## config.mk

```make
export PLATFORM = sky130hd
export DESIGN_NAME = prog_timer
export DESIGN_NICKNAME = d
export VERILOG_FILES = /design/src/rtl/prog_timer.sv
export SDC_FILE = /design/constraint.sdc
export NUM_CORES = 1
export LEC_CHECK = 0
export ABC_AREA = 1
export CORE_ASPECT_RATIO = 0.9
export CORE_MARGIN = 2
export CORE_UTILIZATION = 45
export CTS_CLUSTER_SIZE = 24
export DETAILED_ROUTE_END_ITERATION = 8
export SYNTH_ARGS = -nofsm -noshare
export SYNTH_HDL_FRONTEND = slang
export SYNTH_SLANG_ARGS = --single-unit
```

## constraint.sdc

```tcl
create_clock -name clk -period 2.9 [get_ports clk]
set_input_delay 0.725 -clock clk [delete_from_list [all_inputs] [get_ports clk]]
set_output_delay 0.725 -clock clk [all_outputs]
set_load 0.02 [all_outputs]
```

## src/rtl/prog_timer.sv

```systemverilog
// Programmable down-counting timer with a clock prescaler and one-cycle expire pulse.
// Periodic (auto-reload) mode is built only when PROG_TIMER_AUTORELOAD_EN is defined.
module prog_timer #(
  parameter int              WIDTH          = 4,
  parameter longint unsigned PRESCALE       = 100_000_000,
  parameter int              PRESCALE_WIDTH = 32
) (
  input  logic             clk,
  input  logic             rstb,
  input  logic             en,
  input  logic             load,
  input  logic [WIDTH-1:0] init,
  input  logic             auto_reload,
  output logic [WIDTH-1:0] out,
  output logic             expired,
  output logic             running
);

  localparam logic [PRESCALE_WIDTH-1:0] PRESC_MAX = PRESCALE_WIDTH'(PRESCALE - 1);

  logic [PRESCALE_WIDTH-1:0] presc_q, presc_d;
  logic [WIDTH-1:0]          count_q, count_d;
  logic                      expired_q, expired_d;
  logic [WIDTH-1:0]          reload_val;
  logic                      tick;

`ifdef PROG_TIMER_AUTORELOAD_EN
  logic [WIDTH-1:0] reload_val_q, reload_val_d;
  logic             reload_sel;

  assign reload_val = reload_val_q;
  assign reload_sel = auto_reload;
`else
  logic unused_auto_reload;

  assign unused_auto_reload = auto_reload;
  assign reload_val         = '0;
`endif

  assign tick = en && (presc_q == PRESC_MAX);

  always_comb begin
    presc_d   = presc_q;
    count_d   = count_q;
    expired_d = 1'b0;
`ifdef PROG_TIMER_AUTORELOAD_EN
    reload_val_d = reload_val_q;
`endif
    if (load) begin
      presc_d = '0;
      count_d = init;
`ifdef PROG_TIMER_AUTORELOAD_EN
      reload_val_d = init;
`endif
    end else if (en) begin
      presc_d = tick ? '0 : presc_q + 1'b1;
      // A zero count never expires, so a periodic timer loaded with 0 stays idle.
      if (tick) begin
        if (count_q > WIDTH'(1)) begin
          count_d = count_q - 1'b1;
        end else if (count_q == WIDTH'(1)) begin
          expired_d = 1'b1;
`ifdef PROG_TIMER_AUTORELOAD_EN
          count_d = reload_sel ? reload_val : '0;
`else
          count_d = reload_val;
`endif
        end
      end
    end
  end

  always_ff @(posedge clk or negedge rstb) begin
    if (!rstb) begin
      presc_q   <= '0;
      count_q   <= '0;
      expired_q <= 1'b0;
`ifdef PROG_TIMER_AUTORELOAD_EN
      reload_val_q <= '0;
`endif
    end else begin
      presc_q   <= presc_d;
      count_q   <= count_d;
      expired_q <= expired_d;
`ifdef PROG_TIMER_AUTORELOAD_EN
      reload_val_q <= reload_val_d;
`endif
    end
  end

  assign out     = count_q;
  assign expired = expired_q;
  assign running = (count_q != '0) && en;

endmodule

```

==> summary.md <==
| Metric | Value |
|---|---|
| I/O Buffers | 13 |
| Number of global-route vias before repair | 2330 |
| H-tree depth reported by CTS | 2 |
| Share of post-route cells with drive strength above 1 | 10.8% |
| RSZ-0062 raised after global routing | no |
| Slew Viols, Final | 0 |
| Depth of the worst register-to-register path | 9 |
| Total GRT Usage | 22.3% |
| Starting DRC count in detailed routing | 135 |
| Yosys reg bits | 37 |
| CTS max path bufs | 2 |
| Core Box Area | 5630 µm² |
| Maximum clock rate | 359 MHz |
| Finish-stage setup viols | 0 |
| Reg2Reg Capture Point | presc_q[18] |
| GRT overflow | 0 |
| Root buffer cell | clkbuf_8 |
| Largest net degree at the start of global routing | 38 |
| TritonRoute pass-1 iters | 5 |
| Top cells by area in the synthesized netlist | dfrtp_1 36%, nand2_1 16%, nor2_1 10% |
| Cts hold-fix bufs | 0 |
| Routed Antenna Nets | 0 |
| Yosys synthesis warning count | 0 |
| DR WL/cell | 13.9 µm |
| Width of the die | 84.1 µm |
| Area grow syn2layout | 12.2% |
| Clk slew on worst S/H paths | 0.08 ns |
| # IOs | 15 |
| Antenna Cells | 0 |
| Final hold viol count | 0 |
| Setup bufs post-CTS | 0 |
| VDD IR max | 0.355 mV |
| Tcrit/Tclk final | 95.9% |
| Setup crit end kind | output port |
| CP arrival | 2.06 ns |
| Initial Util | 46.1% |
| Largest area contributor in the synthesized netlist | dfrtp_1 |
| Synth Cell Area | 2600 µm² |
| Die Ht | 76.1 µm |
| Filler-free cell count of the finished design | 476 |
| Final TNS setup | 0 ns |
| Skew final | 0.0108 ns |
| Worst setup SP type | input port |
| Power per cell area | 467 nW/µm² |
| First-pass GRT wire length | 11.4 mm |
| CTS Sinks | 37 |
| CP endpoint | running |
| Num CTS Buffers | 5 |
| Util after Layout | 51.8% |
| Worst-Margin Slew | 0.848 ns |
| Detailed placement HPWL | 5.07 mm |
| Gpl congestion | 0.912 |
| DRC errors left | 0 |
| # resized after CTS | 0 |
| Worst hold path class | input port to asynchronous set/reset pin |
| Critical path origin | en |
| Lkg Pwr | 1.23 nW |
| Max Cap Viol | 0 |
| Worst Path Required | 2.17 ns |
| Vias | 2442 |
| Fin Hold WS | 0.524 ns |
| Status | complete, no violations |
| Post-synth top area share | 35.7% |
| Clock Latency Late Sink | 0.30 ns |
| Multi-input gate area | 1480 µm² |
| Initial antenna violation count | 0 |
| Sequential area share after synthesis | 35.7% |
| Sequential cell area | 926 µm² |
| Synthesized Nets | 397 |
| Yosys cell types | 27 |
| Via density | 5.13 |
| Tmin final | 2.78 ns |
| Reg2reg setup slack | 1.07 ns |
| Syn avg cell area | 6.76 µm² |
| Fin nets | 418 |
| Critical path type | input port to output port |
| Die ar. | 6390 µm² |
| Placed Cells | 468 |
| CP Max Fanout | 2 |
| Max-slew headroom | 43.5% |
| CTS tree | done |
| Std cell rows | 26 |
| Final wirelength | 6.64 mm |
| Synth Instances | 384 |
| Layout fillers | 586 |
| Crit Reg-Reg Startpoint | presc_q[0] |
report_power, final:
part / total (W) / leakage, nW / switching [W] / internal, W
logic: 0.000349 / 0.666 / 0.000199 / 0.000150
clock network: 0.000411 / 0.0542 / 0.000196 / 0.000215
registers: 0.000602 / 0.509 / 0.0000465 / 0.000555
total: 0.00136 / 1.23 / 0.000442 / 0.000921
placed cells by master (no fill, tap or decap), drive strengths merged:
cell type / n
nor4: 1
clkinv: 1
or3: 1
nand4: 11
clkbuf: 7
ha: 4
nand3b: 3
xor2: 6
a21oi: 8
inv: 45
nor3b: 1
and3: 1
nand3: 28
dfrtp: 37
o21ai: 10
nor3: 15
buf: 5
nand2: 119
nor2: 87
clkdlybuf4s50: 12
xnor2: 4
cells by family (layout without fill, tap and decap cells):
family / after synthesis / count (layout) / synth area share (%)
compound gates: 18 / 18 / 3.47
xor+xnor: 10 / 10 / 3.37
fa+ha+maj: 4 / 4 / 1.93
buf+inv: 48 / 70 / 7.52
flops: 37 / 37 / 35.7
simple gates: 267 / 267 / 48.0
worst max-delay path, cell delays in order:
cell	delay, ns
clkdlybuf4s50_1	0.51
inv_2	0.06
a21oi_1	0.13
clkdlybuf4s50_1	0.63
cell type report:
type | count | area share, %
Multi-Input combinational cell | 299 | 50.6
Sequential cell | 37 | 31.8
Inverter | 45 | 5.80
Timing Repair Buffer | 17 | 5.32
Clock buffer | 7 | 3.31
Tap cell | 70 | 3.01
Clock inverter | 1 | 0.172
how the worst min path moves through the flow:
stage                     cells after the start           to  slack (ns)
after floorplan                               0      expired        0.43
after global placement                        2       out[1]        0.52
after detailed placement                      2       out[1]        0.52
after CTS                                     2       out[1]        0.54
after global routing                          2   presc_q[1]        0.58
final                                         1  presc_q[27]        0.52
sequential cells by signal, indices dropped and copies added, names as in the netlist:
name,count
presc_q,32
out,4
expired,1
layer usage:
| metal | track usage [%] | wire length, µm | up-vias | share of wire (%) |
|---|---|---|---|---|
| met3 | 5.09 | 327 | 10 | 4.9 |
| met4 | 6.61 | 104 | 0 | 1.6 |
| met2 | 34.3 | 2940 | 61 | 44 |
| li1 | - | - | 1252 | - |
| met5 | 0 | 0 | - | 0 |
| met1 | 31.2 | 3260 | 1119 | 49 |
synth_stat cells:
cell type,n
a21oi_1,8
and3_1,1
buf_4,2
buf_6,1
dfrtp_1,37
ha_1,4
inv_1,42
inv_2,3
nand2_1,110
nand2_2,6
nand2_4,3
nand3_1,28
nand3b_1,3
nand4_1,11
nor2_1,72
nor2_2,7
nor2_4,8
nor3_1,11
nor3_2,3
nor3_4,1
nor3b_1,1
nor4_1,1
o21ai_0,9
o21ai_1,1
or3_1,1
xnor2_1,4
xor2_1,6
stage by stage:
| stage | power [W] | area (µm²) | setup slack (ns) |
|---|---|---|---|
| after detailed placement | 0.000960 | 2810 | 0.118 |
| after global routing | 0.00145 | 2910 | 0.0685 |
| after global placement | 0.000955 | 2810 | 0.0888 |
| after CTS | 0.00138 | 2910 | 0.105 |
| final | 0.00136 | 2910 | 0.118 |
| after floorplan | 0.000823 | 2600 | 1.02 |
Power figures use the tool's default switching activity.
